$ cat config.mk
export PLATFORM = sky130hd
export DESIGN_NAME = plab5_mcore_mem_tdm_arb_flat
export DESIGN_NICKNAME = d
export VERILOG_FILES = /design/src/rtl/plab5_mcore_mem_tdm_arb_if.sv /design/src/rtl/plab5_mcore_mem_tdm_arb.sv /design/src/flat_wrapper.sv
export SDC_FILE = /design/constraint.sdc
export NUM_CORES = 1
export LEC_CHECK = 0
export BUFFER_PORTS_ARGS = -buffer_cell sky130_fd_sc_hd__clkbuf_2
export CORE_AREA = 8 8 369 371
export CTS_CLUSTER_SIZE = 28
export DETAILED_ROUTE_END_ITERATION = 8
export DIE_AREA = 0 0 377 379
export PLACE_DENSITY = 0.34
export RECOVER_POWER = 50
export SETUP_SLACK_MARGIN = 0.05
export SYNTH_ARGS = -nofsm -noshare
export SYNTH_HDL_FRONTEND = slang
export SYNTH_SLANG_ARGS = --single-unit
export TNS_END_PERCENT = 5
$ cat constraint.sdc
create_clock -name clk -period 11.7 [get_ports clk]
set_input_delay 2.925 -clock clk [delete_from_list [all_inputs] [get_ports clk]]
set_output_delay 2.925 -clock clk [all_outputs]
set_load 0.005 [all_outputs]
$ cat src/rtl/plab5_mcore_mem_tdm_arb_if.sv
// Valid/ready memory message channel used for the arbiter's request, response and memory ports.
// The producer of a message takes the master modport and the consumer takes the slave modport.
interface plab5_mcore_mem_tdm_arb_if #(
    parameter int p_ctrl_nbits = 47,
    parameter int p_data_nbits = 128
);
    logic                    val;
    logic                    rdy;
    logic [p_ctrl_nbits-1:0] control;
    logic [p_data_nbits-1:0] data;

    modport master (output val, output control, output data, input rdy);
    modport slave  (input val, input control, input data, output rdy);
endinterface

$ cat src/rtl/plab5_mcore_mem_tdm_arb.sv
// Time-division arbiter sharing one single-ported memory between two security domains.
// Grant timing follows a free-running slot schedule only; responses return via per-domain buffers.
module plab5_mcore_mem_tdm_arb #(
    parameter int p_opaque_nbits = 8,
    parameter int p_addr_nbits   = 32,
    parameter int p_data_nbits   = 128,
    parameter int p_req_cnbits   = 47,
    parameter int p_resp_cnbits  = 15,
    parameter int p_slot_cycles  = 8
) (
    input  logic                              clk,
    input  logic                              reset,
    plab5_mcore_mem_tdm_arb_if.slave          req0,
    plab5_mcore_mem_tdm_arb_if.slave          req1,
    plab5_mcore_mem_tdm_arb_if.master         resp0,
    plab5_mcore_mem_tdm_arb_if.master         resp1,
    plab5_mcore_mem_tdm_arb_if.master         mem_req,
    output logic                              mem_req_domain,
    plab5_mcore_mem_tdm_arb_if.slave          mem_resp,
    output logic                              slot_owner,
    output logic                              overrun
);

    if (p_slot_cycles < 2) begin : g_bad_slot_cycles
        $error("p_slot_cycles must be at least 2");
    end
    if (p_req_cnbits <= p_opaque_nbits + p_addr_nbits) begin : g_bad_req_cnbits
        $error("p_req_cnbits too narrow for opaque and address fields");
    end

    localparam int c_cnt_nbits = $clog2(p_slot_cycles);
    localparam logic [c_cnt_nbits-1:0] c_cnt_last = c_cnt_nbits'(p_slot_cycles - 1);

    typedef enum logic {
        ST_IDLE,
        ST_WAIT
    } state_t;

    state_t                   state;
    state_t                   state_next;
    logic [c_cnt_nbits-1:0]   cnt;
    logic                     pend_dom;
    logic [1:0]               full;
    logic [p_resp_cnbits-1:0] buf_ctl  [2];
    logic [p_data_nbits-1:0]  buf_data [2];

    logic       window;
    logic       wrap;
    logic       owner_val;
    logic       issue;
    logic       capture;
    logic [1:0] drain;
    logic [1:0] fill;

    // NOTE: every signal gets a default before any branch so no latch is inferred.
    always_comb begin
        window     = (cnt == '0);
        wrap       = (cnt == c_cnt_last);
        owner_val  = slot_owner ? req1.val : req0.val;
        issue      = 1'b0;
        capture    = 1'b0;
        state_next = state;
        case (state)
            ST_IDLE: begin
                issue = window && owner_val && mem_req.rdy && !full[slot_owner];
                if (issue) begin
                    state_next = ST_WAIT;
                end
            end
            ST_WAIT: begin
                capture = mem_resp.val;
                if (mem_resp.val) begin
                    state_next = ST_IDLE;
                end
            end
            default: state_next = ST_IDLE;
        endcase
        drain = full & {resp1.rdy, resp0.rdy};
        fill  = capture ? (pend_dom ? 2'b10 : 2'b01) : 2'b00;
    end

    // NOTE: sequential state uses non-blocking assignments so every register sees pre-edge values.
    always_ff @(posedge clk) begin
        if (!reset) begin
            state      <= ST_IDLE;
            cnt        <= '0;
            slot_owner <= 1'b0;
            pend_dom   <= 1'b0;
            full       <= 2'b00;
            overrun    <= 1'b0;
        end else begin
            state <= state_next;
            cnt   <= wrap ? '0 : cnt + 1'b1;
            if (wrap) begin
                slot_owner <= ~slot_owner;
            end
            if (issue) begin
                pend_dom <= slot_owner;
            end
            // A slot boundary crossed while waiting means memory broke the latency contract.
            if (wrap && state == ST_WAIT) begin
                overrun <= 1'b1;
            end
            full <= (full & ~drain) | fill;
        end
    end

    // NOTE: buffer payload is left unreset; the full bits alone decide whether it is visible.
    always_ff @(posedge clk) begin
        if (capture) begin
            buf_ctl[pend_dom]  <= mem_resp.control;
            buf_data[pend_dom] <= mem_resp.data;
        end
    end

    assign req0.rdy        = issue && !slot_owner;
    assign req1.rdy        = issue && slot_owner;

    assign mem_req.val     = (state == ST_IDLE) && window && owner_val && !full[slot_owner];
    assign mem_req.control = slot_owner ? req1.control : req0.control;
    assign mem_req.data    = slot_owner ? req1.data : req0.data;
    assign mem_req_domain  = slot_owner;

    assign mem_resp.rdy    = 1'b1;

    assign resp0.val       = full[0];
    assign resp0.control   = buf_ctl[0];
    assign resp0.data      = buf_data[0];
    assign resp1.val       = full[1];
    assign resp1.control   = buf_ctl[1];
    assign resp1.data      = buf_data[1];

endmodule

$ cat src/flat_wrapper.sv
// flat-port wrapper written by rule: the top's interface ports become plain ports
module plab5_mcore_mem_tdm_arb_flat 
#(
    parameter int p_opaque_nbits = 8,
    parameter int p_addr_nbits   = 32,
    parameter int p_data_nbits   = 128,
    parameter int p_req_cnbits   = 47,
    parameter int p_resp_cnbits  = 15,
    parameter int p_slot_cycles  = 8
)
  (clk, reset, mem_req_domain, slot_owner, overrun, req0_val, req0_control, req0_data, req0_rdy, req1_val, req1_control, req1_data, req1_rdy, resp0_val, resp0_control, resp0_data, resp0_rdy, resp1_val, resp1_control, resp1_data, resp1_rdy, mem_req_val, mem_req_control, mem_req_data, mem_req_rdy, mem_resp_val, mem_resp_control, mem_resp_data, mem_resp_rdy);
  plab5_mcore_mem_tdm_arb_if #(.p_ctrl_nbits((47)), .p_data_nbits(p_data_nbits)) req0_i ();
  plab5_mcore_mem_tdm_arb_if #(.p_ctrl_nbits((47)), .p_data_nbits(p_data_nbits)) req1_i ();
  plab5_mcore_mem_tdm_arb_if #(.p_ctrl_nbits((15)), .p_data_nbits(p_data_nbits)) resp0_i ();
  plab5_mcore_mem_tdm_arb_if #(.p_ctrl_nbits((15)), .p_data_nbits(p_data_nbits)) resp1_i ();
  plab5_mcore_mem_tdm_arb_if #(.p_ctrl_nbits((47)), .p_data_nbits(p_data_nbits)) mem_req_i ();
  plab5_mcore_mem_tdm_arb_if #(.p_ctrl_nbits((15)), .p_data_nbits(p_data_nbits)) mem_resp_i ();
  input  logic clk;
  input  logic reset;
  output logic mem_req_domain;
  output logic slot_owner;
  output logic overrun;
  input wire logic [$bits(req0_i.val)-1:0] req0_val;
  input wire logic [$bits(req0_i.control)-1:0] req0_control;
  input wire logic [$bits(req0_i.data)-1:0] req0_data;
  output wire logic [$bits(req0_i.rdy)-1:0] req0_rdy;
  input wire logic [$bits(req1_i.val)-1:0] req1_val;
  input wire logic [$bits(req1_i.control)-1:0] req1_control;
  input wire logic [$bits(req1_i.data)-1:0] req1_data;
  output wire logic [$bits(req1_i.rdy)-1:0] req1_rdy;
  output wire logic [$bits(resp0_i.val)-1:0] resp0_val;
  output wire logic [$bits(resp0_i.control)-1:0] resp0_control;
  output wire logic [$bits(resp0_i.data)-1:0] resp0_data;
  input wire logic [$bits(resp0_i.rdy)-1:0] resp0_rdy;
  output wire logic [$bits(resp1_i.val)-1:0] resp1_val;
  output wire logic [$bits(resp1_i.control)-1:0] resp1_control;
  output wire logic [$bits(resp1_i.data)-1:0] resp1_data;
  input wire logic [$bits(resp1_i.rdy)-1:0] resp1_rdy;
  output wire logic [$bits(mem_req_i.val)-1:0] mem_req_val;
  output wire logic [$bits(mem_req_i.control)-1:0] mem_req_control;
  output wire logic [$bits(mem_req_i.data)-1:0] mem_req_data;
  input wire logic [$bits(mem_req_i.rdy)-1:0] mem_req_rdy;
  input wire logic [$bits(mem_resp_i.val)-1:0] mem_resp_val;
  input wire logic [$bits(mem_resp_i.control)-1:0] mem_resp_control;
  input wire logic [$bits(mem_resp_i.data)-1:0] mem_resp_data;
  output wire logic [$bits(mem_resp_i.rdy)-1:0] mem_resp_rdy;
  assign req0_i.val = req0_val;
  assign req0_i.control = req0_control;
  assign req0_i.data = req0_data;
  assign req0_rdy = req0_i.rdy;
  assign req1_i.val = req1_val;
  assign req1_i.control = req1_control;
  assign req1_i.data = req1_data;
  assign req1_rdy = req1_i.rdy;
  assign resp0_val = resp0_i.val;
  assign resp0_control = resp0_i.control;
  assign resp0_data = resp0_i.data;
  assign resp0_i.rdy = resp0_rdy;
  assign resp1_val = resp1_i.val;
  assign resp1_control = resp1_i.control;
  assign resp1_data = resp1_i.data;
  assign resp1_i.rdy = resp1_rdy;
  assign mem_req_val = mem_req_i.val;
  assign mem_req_control = mem_req_i.control;
  assign mem_req_data = mem_req_i.data;
  assign mem_req_i.rdy = mem_req_rdy;
  assign mem_resp_i.val = mem_resp_val;
  assign mem_resp_i.control = mem_resp_control;
  assign mem_resp_i.data = mem_resp_data;
  assign mem_resp_rdy = mem_resp_i.rdy;
  plab5_mcore_mem_tdm_arb #(.p_opaque_nbits(p_opaque_nbits), .p_addr_nbits(p_addr_nbits), .p_data_nbits(p_data_nbits), .p_req_cnbits(p_req_cnbits), .p_resp_cnbits(p_resp_cnbits), .p_slot_cycles(p_slot_cycles)) u_core (.clk(clk), .reset(reset), .req0(req0_i), .req1(req1_i), .resp0(resp0_i), .resp1(resp1_i), .mem_req(mem_req_i), .mem_req_domain(mem_req_domain), .mem_resp(mem_resp_i), .slot_owner(slot_owner), .overrun(overrun));
endmodule
# == After elaboration in Yosys (flattened, before gate mapping) ==
# Memory sizes are Yosys's and may differ from the RTL's.
# Cells that the tools add are included.
# word_totals
ff_bits,9
ramBits,286
elab_cells,45
memories,2
# memory_table
name,depth,width,read_ports,rd_clocked_by_memory_dff,write_ports,line,source
u_core.buf_data,2,128,2,0,1,plab5_mcore_mem_tdm_arb.sv:45,logic [p_data_nbits-1:0] buf_data [2];
u_core.buf_ctl,2,15,2,0,1,plab5_mcore_mem_tdm_arb.sv:44,logic [p_resp_cnbits-1:0] buf_ctl [2];
# op_classes
add_sub_neg,1
magnitude_cmp,1
eq_ne,1
muxes,14
bitwise_logic,7
n_reduce_logical,13
# op_table
operator,count
two-way mux 128 bit,1
two-way mux 47 bit,1
logical AND 1 bit,9
two-way mux 1 bit,9
AND 2 bit,2
two-way mux 2 bit,2
"adder 3 x 1 -> 3 bit, second input constant",1
"== test 3 bit, second input constant",1
zero test 3 bit,1
inverter 1 bit,3
zero test 1 bit,2
"less-than comparator 1 x 2 -> 1 bit, second input constant",1
inverter 2 bit,1
OR 2 bit,1
one-hot mux 1 bit (2 select lines),1
OR reduction 2 bit,1

# == Logic depth before layout (Yosys ltp) ==
# Gate-level depths: netlist (run 1).
# depth
ltp_word,6
ltp_mapped,5
ltp_nobuf,4

# == Least setup slack after synthesis (run 1) ==
# No wires, ideal clock.
# synth_path
path_type,in2reg
from,input mem_resp_val
to,"memory u_core.buf_ctl[0][0], enable pin"
setup_ns,0.650
arrival_time_ns,8.973
required_time_ns,11.050
slack_ns,2.077
stages,2
cell_sequence,nand2_1 -> nor2_1
# synth_via
elab_chain_len,3
# synth_rtl
element,line,source
start: declaration,flat_wrapper.sv:43,input wire logic [$bits(mem_resp_i.val)-1:0] mem_resp_val;
two-way mux 1 bit,plab5_mcore_mem_tdm_arb.sv:63,case (state)
two-way mux 1 bit,plab5_mcore_mem_tdm_arb.sv:110,if (capture) begin
two-way mux 1 bit (implied by the code),plab5_mcore_mem_tdm_arb.sv:111,buf_ctl[pend_dom] <= mem_resp.control;
end: declaration,plab5_mcore_mem_tdm_arb.sv:44,
# Every way passes these cells.

# == Worst setup path after layout (run 1) ==
# layout_path
from,input req1_val
to,output req1_rdy
# layout_via
elab_chain_len,6
# layout_rtl
element,line,source
start: declaration,flat_wrapper.sv:27,input wire logic [$bits(req1_i.val)-1:0] req1_val;
two-way mux 1 bit,plab5_mcore_mem_tdm_arb.sv:59,owner_val = slot_owner ? req1.val : req0.val;
logical AND 1 bit (3 in a row),plab5_mcore_mem_tdm_arb.sv:65,issue = window && owner_val && mem_req.rdy && !full[slot_owner];
two-way mux 1 bit,plab5_mcore_mem_tdm_arb.sv:63,
logical AND 1 bit,plab5_mcore_mem_tdm_arb.sv:117,assign req1.rdy = issue && slot_owner;
end: declaration,flat_wrapper.sv:30,output wire logic [$bits(req1_i.rdy)-1:0] req1_rdy;
# Every way passes these cells.

==> results of run 1 <==
==> metrics by stage <==
step / instance area [um^2] / instances / hold WS, ns / utilization [%] / setup WS [ns]
after floorplan: 11200 / 525 / 0.426 / - / 2.08
after CTS: 19300 / 3297 / 0.456 / 14.8 / 5.01
after global routing: 18900 / 3297 / 0.471 / 14.5 / 4.99
final: 18900 / 3299 / 0.455 / 14.5 / 5.02
after detailed placement: 18100 / 3230 / 0.448 / 13.9 / 5.02
after global placement: 18100 / 3230 / 0.446 / 13.9 / 5.01
==> kinds of logic after synthesis <==
| logic type | share of synthesized area (%) |
|---|---|
| AOI/OAI and AO/OA | 0.470 |
| xor gates and xnor gates | 0.0784 |
| adders and majority gates | 0.336 |
| buffers and inverters | 1.91 |
| DFF | 78.4 |
| muxes | 17.7 |
| other | 0.0335 |
| and+or+nand+nor | 1.01 |
==> synthesized netlist by cell type, types with 2 or more instances <==
cell type | instances | area (um^2)
dfxtp_1 | 9 | 180
buf_6 | 14 | 158
o21a_1 | 2 | 15.0
buf_4 | 2 | 15.0
ha_1 | 3 | 37.5
and3b_1 | 3 | 26.3
mux2_2 | 175 | 1970
edfxtp_1 | 286 | 8590
nand2_1 | 3 | 11.3
nor2b_1 | 3 | 18.8
nor2_1 | 3 | 11.3
and3_1 | 2 | 12.5
buf_2 | 6 | 30.0
inv_1 | 2 | 7.51
==> power by group through the flow <==
stage | combinational [mW] | sequential (mW) | clock, mW
4_1_cts | 0.211 | 1.18 | 1.19
2_1_floorplan | 0.0497 | 1.20 | 0
5_1_grt | 0.219 | 1.18 | 1.22
3_3_place_gp | 0.210 | 1.20 | 0
3_5_place_dp | 0.209 | 1.20 | 0
6_report | 0.200 | 1.18 | 1.13
==> sequential cells by signal, summed over array words and instances (netlist names) <==
name	count
u_core.buf_ctl	30
u_core.buf_data	256
u_core.cnt	3
u_core.full	2
u_core.mem_req_domain	1
u_core.overrun	1
u_core.pend_dom	1
u_core.state	1
==> layout make-up <==
class | instances | area [um^2]
Clock buffer | 47 | 1010
Clock inverter | 20 | 183
Sequential cell | 295 | 8770
Fill cell | 14900 | 112000
Multi-Input combinational cell | 205 | 2200
Antenna cell | 2 | 5.00
Inverter | 2 | 7.51
Timing Repair Buffer | 973 | 4580
Tap cell | 1755 | 2200
==> worst max-delay path, cell delays in order <==
cell and delay (ns):
clkbuf_2 0.08, and3b_1 0.19, o211a_1 0.26, and3_1 0.19
clkbuf_2 0.11
==> layer usage <==
metal / global-route usage, % / vias to the layer above / routed length [um]
met5: 0 / - / 87
met4: 2.56 / 12 / 1840
met3: 3.94 / 98 / 7000
met2: 14.6 / 493 / 32600
met1: 7.89 / 4268 / 20800
li1: - / 4066 / -
==> path summary, 6_finish.rpt <==
path / from / to / cells after the start
setup reg to reg: u_core.state / u_core.buf_ctl[1][12] / 2
hold / removal: u_core.cnt[0] / u_core.cnt[0] / 1
hold reg to reg: u_core.cnt[0] / u_core.cnt[0] / 1
setup / recovery: req1_val / req1_rdy / 5
==> layout by cell type, fill, tap and decap left out, drive strengths merged <==
master and instances:
and3b 3, o2111ai 1, nor3b 2, ha 3, a21boi 1, a21oi 1, bufinv 2, diode 2
nand2b 1, xor2 1, clkbuf 1016, buf 4, inv 6, conb 1, and3 2, mux2 175
edfxtp 286, o21a 2, nor2b 3, mux2i 1, o211a 1, dfxtp 9, nand2 3, clkinv 14
nor2 3, and2 1
==> results.yml, run 1 <==
outcome:
  status: "finished with violations"
  violations: "capacitance limit, slew limit"
pwr:
  peakVddDrop_v: 0.0000831
  power.total_mw: 2.50
  sw_frac_of_total_pct: 22.6
  pwr-share-seq_pct: 46.9
  power_density_nw_per_um2: 132
  switchingPower_uw: 566
  power_frac_clock_pct: 45.1
  p_int_mw: 1.94
  power_frac_comb_pct: 8.0
  p_leak_nw: 7.26
timing:
  slew_headroom_pct: -82.5
  final-setup-viol-count: 0
  fin_crit_ns: 6.68
  tns_ns: 0
  tightest_slew_ns: 2.73
  slew_viol_final: 68
  max_freq_ghz: 0.150
  grt_setup_unrepaired: "false"
  period_share_pct: 57.1
  finalHoldViolCount: 0
  skew_ns: 0.0434
yosys:
  seq_area_frac_synth_pct: 78.4
  syn-num-nets: 1029
  avgSynthCellArea_um2: 21.3
  synth_ff_type: "edfxtp_1"
  yosysWarnings: 0
  async_flop_share_pct: 0
  synth_edf_count: 286
  synth.distinct_cells: 26
  ys_ff_latch: 295
  syn_area_um2: 11200
  synthCells: 525
layout:
  drive_gt1_share_pct: 61.0
  syn_to_final_growth_pct: 69.5
  nets: 2019
grt:
  grt_max_degree: 137
  grt.overflow.total: 0
  antenna_found_initial: 16
  grt_pass1_vias: 9783
  grt_pass1_wl_mm: 80.3
  gr-usage-all-layers_pct: 7.99
worst_setup_path:
  r2r_slack_ns: 7.91
  arrival_ns: 3.76
  cp-end-kind: "primary output"
  crit_fanout: 2
  crit_required_ns: 8.78
  critPathKind: "primary input to primary output"
  cp-start-kind: "primary input"
placement:
  io_buffer_count: 969
  routabilityCongestion: 0.895
  hpwl_mm: 53.1
die:
  die_h_um: 379
  die-area_um2: 143000
  ios: 971
  initial_core_util_pct: 8.57
  die_w_um: 377
  rows: 133
  core_um2: 130000
drt:
  wire_per_inst_um: 18.9
  firstDrtPassIters: 4
  vias: 8937
  drt-total-wl_mm: 62.4
  drt_iter0_drc: 303
  avgViaCountPerCell: 2.71
  drc: 0
  ant_nets: 0
clock_network:
  worstSkewPairLatency_ns: 0.57
  clock-root-buffer: "clkbuf_16"
  cts_hold_buf: 0
  post_cts_resized: 0
  cts.sinks: 295
  cts_inserted_buffers: 38
  ctsHtreeMaxLevel: 2
  clkTransAtPathRegs_ns: 0.05
  cts_setup_buffers: 0
  clockBufferDepth: 3
  cts_tree: "done"
flow_run:
  maxCapViolations: 2
worst_hold_path:
  min_path_type: "register to register"
(Power assumes the default switching activity.)
==> run 2, diff against run 1 <==
- ABC_AREA: unset -> 1
- CORE_AREA: 8 8 369 371 -> 8 8 371 373
- DIE_AREA: 0 0 377 379 -> 0 0 379 381
- PLACE_DENSITY: 0.34 -> 0.35
- clock period: 11.7 -> 6 ns (I/O delays scaled with it)
==> run 2 against run 1 <==
Net effect: the run still ends with capacitance limit, slew limit left; design area about the same; sequential share of layout area is essentially flat; via count grew 18%; core utilization shrank 0.17 points; critical path type is now primary input to register; highest routed layer unchanged.
==> results.yml, run 2 <==
outcome:
  status: "finished with violations"
  violations: "capacitance limit, slew limit"
worst_setup_path:
  crit_required_ns: 6.17
  arrival_ns: 4.70
  rr_startpoint: "u_core.state"
  slowest_delay_ns: 2.21
  crit_slowest_cell: "inv_1"
  setup.worst_path.start: "mem_resp_val"
  cp-end-kind: "register"
  cp-start-kind: "primary input"
  crit_chain: "clkbuf_1 -> nand3_1 -> inv_1 -> buf_12"
  critPathKind: "primary input to register"
  crit_fanout: 75
grt:
  grt_pass1_wl_mm: 92.5
  grt_max_degree: 169
  gr-usage-all-layers_pct: 9.17
  grt.overflow.total: 0
  antenna_found_initial: 27
  grt_pass1_vias: 10900
yosys:
  yosysTopAreaCell: "edfxtp_1"
  yosysMostFrequentCell: "nand2_1"
  synth_top_cells_by_count: "nand2_1, edfxtp_1, buf_2, inv_1"
  synth_ff_type: "edfxtp_1"
  synth_top_area_share_pct: 75.8
  synthCells: 920
  synth_edf_count: 286
  yosysWarnings: 0
  synth_area_leaders: "edfxtp_1, nand2_1, dfxtp_1, buf_6, buf_2"
  avgSynthCellArea_um2: 12.3
  synth.distinct_cells: 19
  syn-num-nets: 1424
  syn_area_um2: 11300
  async_flop_share_pct: 0
  ys_ff_latch: 295
  seq_area_frac_synth_pct: 77.4
layout:
  final_cell_area_um2: 19000
  final_common_cell: "clkbuf_2"
  largest_reg_flops: 256
  nFillCells: 15200
  drive_gt1_share_pct: 41.4
  nets: 2392
  final_cells: 3687
  top_regs: "u_core.buf_data x256, u_core.buf_ctl x30, u_core.cnt x3"
  layout_common_cells: "clkbuf_2, nand2_1, edfxtp_1"
  multi_input_area_um2: 2180
  top_register: "u_core.buf_data"
  seqCellArea_um2: 8770
  syn_to_final_growth_pct: 67.4
timing:
  tns_ns: 0
  finalHoldViolCount: 0
  slew_headroom_pct: -113
  final-setup-viol-count: 0
  fin_crit_ns: 4.53
  grt_setup_unrepaired: "false"
  tightest_slew_ns: 3.20
  fin_ws_ns: 1.47
  max_freq_ghz: 0.221
  skew_ns: 0.0119
  period_share_pct: 75.6
  slew_viol_final: 101
drt:
  met2_wirelength_mm: 34.4
  drc: 0
  route.met3.wl_mm: 8.13
  met1_length_mm: 27.6
  routed.top_layer: "met5"
  drt-total-wl_mm: 71.5
  drt_iter0_drc: 551
  firstDrtPassIters: 5
  avgViaCountPerCell: 2.85
  ant_nets: 0
  wire_per_inst_um: 19.4
  vias: 10500
clock_network:
  worstSkewPairLatency_ns: 0.53
  ctsHtreeMaxLevel: 2
  clockBufferDepth: 3
  cts.sinks: 295
  cts_inserted_buffers: 34
  post_cts_resized: 0
  cts_hold_buf: 0
  cts_tree: "done"
  cts_setup_buffers: 0
  clkTransAtPathRegs_ns: 0.05
  clock-root-buffer: "clkbuf_16"
die:
  core_um2: 132000
  die_w_um: 379
  initial_core_util_pct: 8.57
  rows: 134
  die-area_um2: 144000
  ios: 971
  die_h_um: 381
placement:
  hpwl_mm: 60.9
  io_buffer_count: 969
  dpl_cell_area_um2: 18200
  routabilityCongestion: 0.857
  dp_cells: 3620
  pre_cts_ws_ns: 1.56
worst_hold_path:
  worstHoldStart: "u_core.cnt[0]"
  min_path_type: "register to register"
pwr:
  power.total_mw: 4.72
  p_leak_nw: 8.17
  power_density_nw_per_um2: 249
  peakVddDrop_v: 0.000207
flow_run:
  maxCapViolations: 2
-- run 2: area by class of cell --
class	count	area share [%]
tap	1768	11.7
inverter	18	0.389
clock inverter	18	0.964
multi-input combinational	566	11.5
clock buffer	41	4.63
antenna	8	0.106
sequential	295	46.3
timing repair buffer	973	24.5
-- run 2: worst paths after layout --
kind | endpoint | slack, ns | cells past startpoint
setup / recovery | u_core.buf_data[1][34] | 1.47 | 4
hold / removal | u_core.cnt[0] | 0.44 | 1
setup reg to reg | u_core.buf_data[1][34] | 2.12 | 3
hold reg to reg | u_core.cnt[0] | 0.44 | 1
-- run 2: where the power goes --
| part | internal (mW) | switching [mW] |
|---|---|---|
| clock network | 1.14 | 0.865 |
| logic | 0.193 | 0.223 |
| registers | 2.29 | 0.00920 |
| total | 3.62 | 1.10 |
-- run 2: routing by layer --
| layer | track usage, % | up-vias |
|---|---|---|
| li1 | - | 4995 |
| met1 | 10.5 | 4866 |
| met2 | 15.8 | 572 |
| met3 | 4.07 | 87 |
| met4 | 1.78 | 6 |
| met5 | 0 | - |
-- run 2: worst max-delay path: cells and delay by family --
kind	cells	cell delay, ns
buffers and inverters	3	2.73
and+or+nand+nor	1	0.18
-- run 2: kinds of logic (layout without fill, tap and decap cells) --
kind of cell               count (synthesis)  in the layout  synth area share [%]
AOI/OAI and AO/OA                          3              3                 0.133
xor gates and xnor gates                   1              1                0.0773
adders and majority gates                  3              3                 0.331
buffers and inverters                     59           1050                  3.34
DFF                                      295            295                  77.4
other                                      1              9                0.0331
and+or+nand+nor                          558            558                  18.7
-- run 2: through the flow --
| step | hold WS, ns | util [%] |
|---|---|---|
| final | 0.439 | 14.3 |
| after CTS | 0.442 | 14.6 |
| after floorplan | 0.417 | - |
| after detailed placement | 0.435 | 13.8 |
| after global routing | 0.478 | 14.3 |
| after global placement | 0.435 | 13.8 |
==> run 3, diff against run 2 <==
- PLACE_DENSITY: 0.35 -> 0.34
- clock period: 6 -> 4.63 ns (I/O delays scaled with it)
==> run 3 against run 2 <==
Net effect: the flow still finishes with violations (capacitance limit, slew limit); final cell count increased by 0.14%; design area up 0.96%; largest power group unchanged; global-route usage fell by 0.55 points; register-to-register slack lost 0.94 ns; core utilization increased by 0.14 points; setup slack worse by 0.61 ns; clock skew is 0.031 ns higher; clock power rose by 28%; die area unchanged; wire length fell by 5.3%; combinational power is 29% higher; sequential share of layout area shrank 0.46 points; critical path type unchanged.
==> results.yml, run 3 (synthesized netlist as in run 2, its figures left out) <==
grt:
  gr-usage-all-layers_pct: 8.62
  grt.overflow.total: 0
  grt_pass1_wl_mm: 88.7
  grt_pass1_vias: 10800
  antenna_found_initial: 31
  grt_max_degree: 111
layout:
  syn_to_final_growth_pct: 69.0
  final_common_cell: "clkbuf_2"
  nFillCells: 15100
  nets: 2400
  seqCellArea_um2: 8770
  layout_common_cells: "clkbuf_2, nand2_1, edfxtp_1"
  multi_input_area_um2: 2180
  largest_reg_flops: 256
  top_register: "u_core.buf_data"
  drive_gt1_share_pct: 47.9
  top_regs: "u_core.buf_data x256, u_core.buf_ctl x30, u_core.cnt x3"
worst_setup_path:
  arrival_ns: 3.94
  cp-end-kind: "register"
  crit_required_ns: 4.79
  critPathKind: "primary input to register"
  crit_fanout: 36
  cp-start-kind: "primary input"
drt:
  firstDrtPassIters: 4
  drt_iter0_drc: 457
  drt-total-wl_mm: 67.7
  ant_nets: 0
  wire_per_inst_um: 18.3
  drc: 0
  vias: 10400
  avgViaCountPerCell: 2.83
clock_network:
  cts_tree: "done"
  cts_inserted_buffers: 30
  cts_hold_buf: 0
  post_cts_resized: 0
  worstSkewPairLatency_ns: 0.60
  clockBufferDepth: 3
  clock-root-buffer: "clkbuf_16"
  cts.sinks: 295
  clkTransAtPathRegs_ns: 0.07
  cts_setup_buffers: 0
  ctsHtreeMaxLevel: 1
pwr:
  p_leak_nw: 8.57
  power_frac_clock_pct: 42.3
  p_int_mw: 4.69
  switchingPower_mw: 1.39
  sw_frac_of_total_pct: 22.9
  power_density_nw_per_um2: 318
  power.total_mw: 6.09
  power_frac_comb_pct: 8.8
  peakVddDrop_v: 0.000280
  pwr-share-seq_pct: 48.9
placement:
  routabilityCongestion: 0.820
  pre_cts_ws_ns: 1.51
  hpwl_mm: 57.1
  io_buffer_count: 969
timing:
  tns_ns: 0
  skew_ns: 0.0426
  slew_headroom_pct: -66.8
  slew_viol_final: 83
  final-setup-viol-count: 0
  grt_setup_unrepaired: "false"
  fin_ws_ns: 0.852
  finalHoldViolCount: 0
  max_freq_ghz: 0.265
  fin_crit_ns: 3.78
  tightest_slew_ns: 2.50
  period_share_pct: 81.6
die:
  die_h_um: 381
  ios: 971
  die-area_um2: 144000
  core_um2: 132000
  die_w_um: 379
  initial_core_util_pct: 8.57
  rows: 134
outcome:
  violations: "capacitance limit, slew limit"
  status: "finished with violations"
flow_run:
  maxCapViolations: 2
worst_hold_path:
  min_path_type: "register to register"
-- run 3: worst max-delay path, cell delays in order --
cell and delay [ns]:
clkbuf_1 0.12, nand3_1 0.14, clkinvlp_2 1.55, clkbuf_2 0.92
-- run 3: layout make-up --
cell class | count | area share [%]
Sequential cell | 295 | 45.8
Timing Repair Buffer | 985 | 25.4
Tap cell | 1768 | 11.6
Multi-Input combinational cell | 566 | 11.4
Clock buffer | 34 | 4.00
Clock inverter | 21 | 1.35
Inverter | 18 | 0.386
Antenna cell | 5 | 0.0654
-- run 3: metrics by stage --
stage / cells / util [%] / hold WS (ns) / cell area, um^2
2_1_floorplan: 920 / - / 0.417 / 11300
3_3_place_gp: 3632 / 13.8 / 0.438 / 18300
3_5_place_dp: 3632 / 13.8 / 0.440 / 18300
4_1_cts: 3687 / 14.6 / 0.456 / 19300
5_1_grt: 3689 / 14.5 / 0.472 / 19100
6_report: 3692 / 14.5 / 0.449 / 19100
-- run 3: layer usage --
metal	share of wire (%)	wire length [um]	global-route usage, %
met5	0.25	166	0
met4	1.7	1130	1.60
met3	10	7020	3.62
met2	51	34300	15.6
met1	37	25100	9.45
-- run 3: final timing paths --
| kind | start | depth (start not counted) | endpoint | slack [ns] |
|---|---|---|---|---|
| min reg2reg | u_core.cnt[0] | 1 | u_core.cnt[0] | 0.45 |
| max reg2reg | u_core.pend_dom | 4 | u_core.buf_data[0][98] | 1.18 |
| max | mem_resp_val | 4 | u_core.buf_data[0][98] | 0.85 |
| min | u_core.cnt[0] | 1 | u_core.cnt[0] | 0.45 |
-- run 3: power by group through the flow --
stage / Clock [mW] / Sequential (mW) / Combinational (mW)
finish: 2.57 / 2.98 / 0.535
CTS: 2.67 / 2.98 / 0.562
floorplan: 0 / 3.04 / 0.126
global placement: 0 / 3.04 / 0.562
global route: 2.75 / 2.98 / 0.590
detailed placement: 0 / 3.04 / 0.559
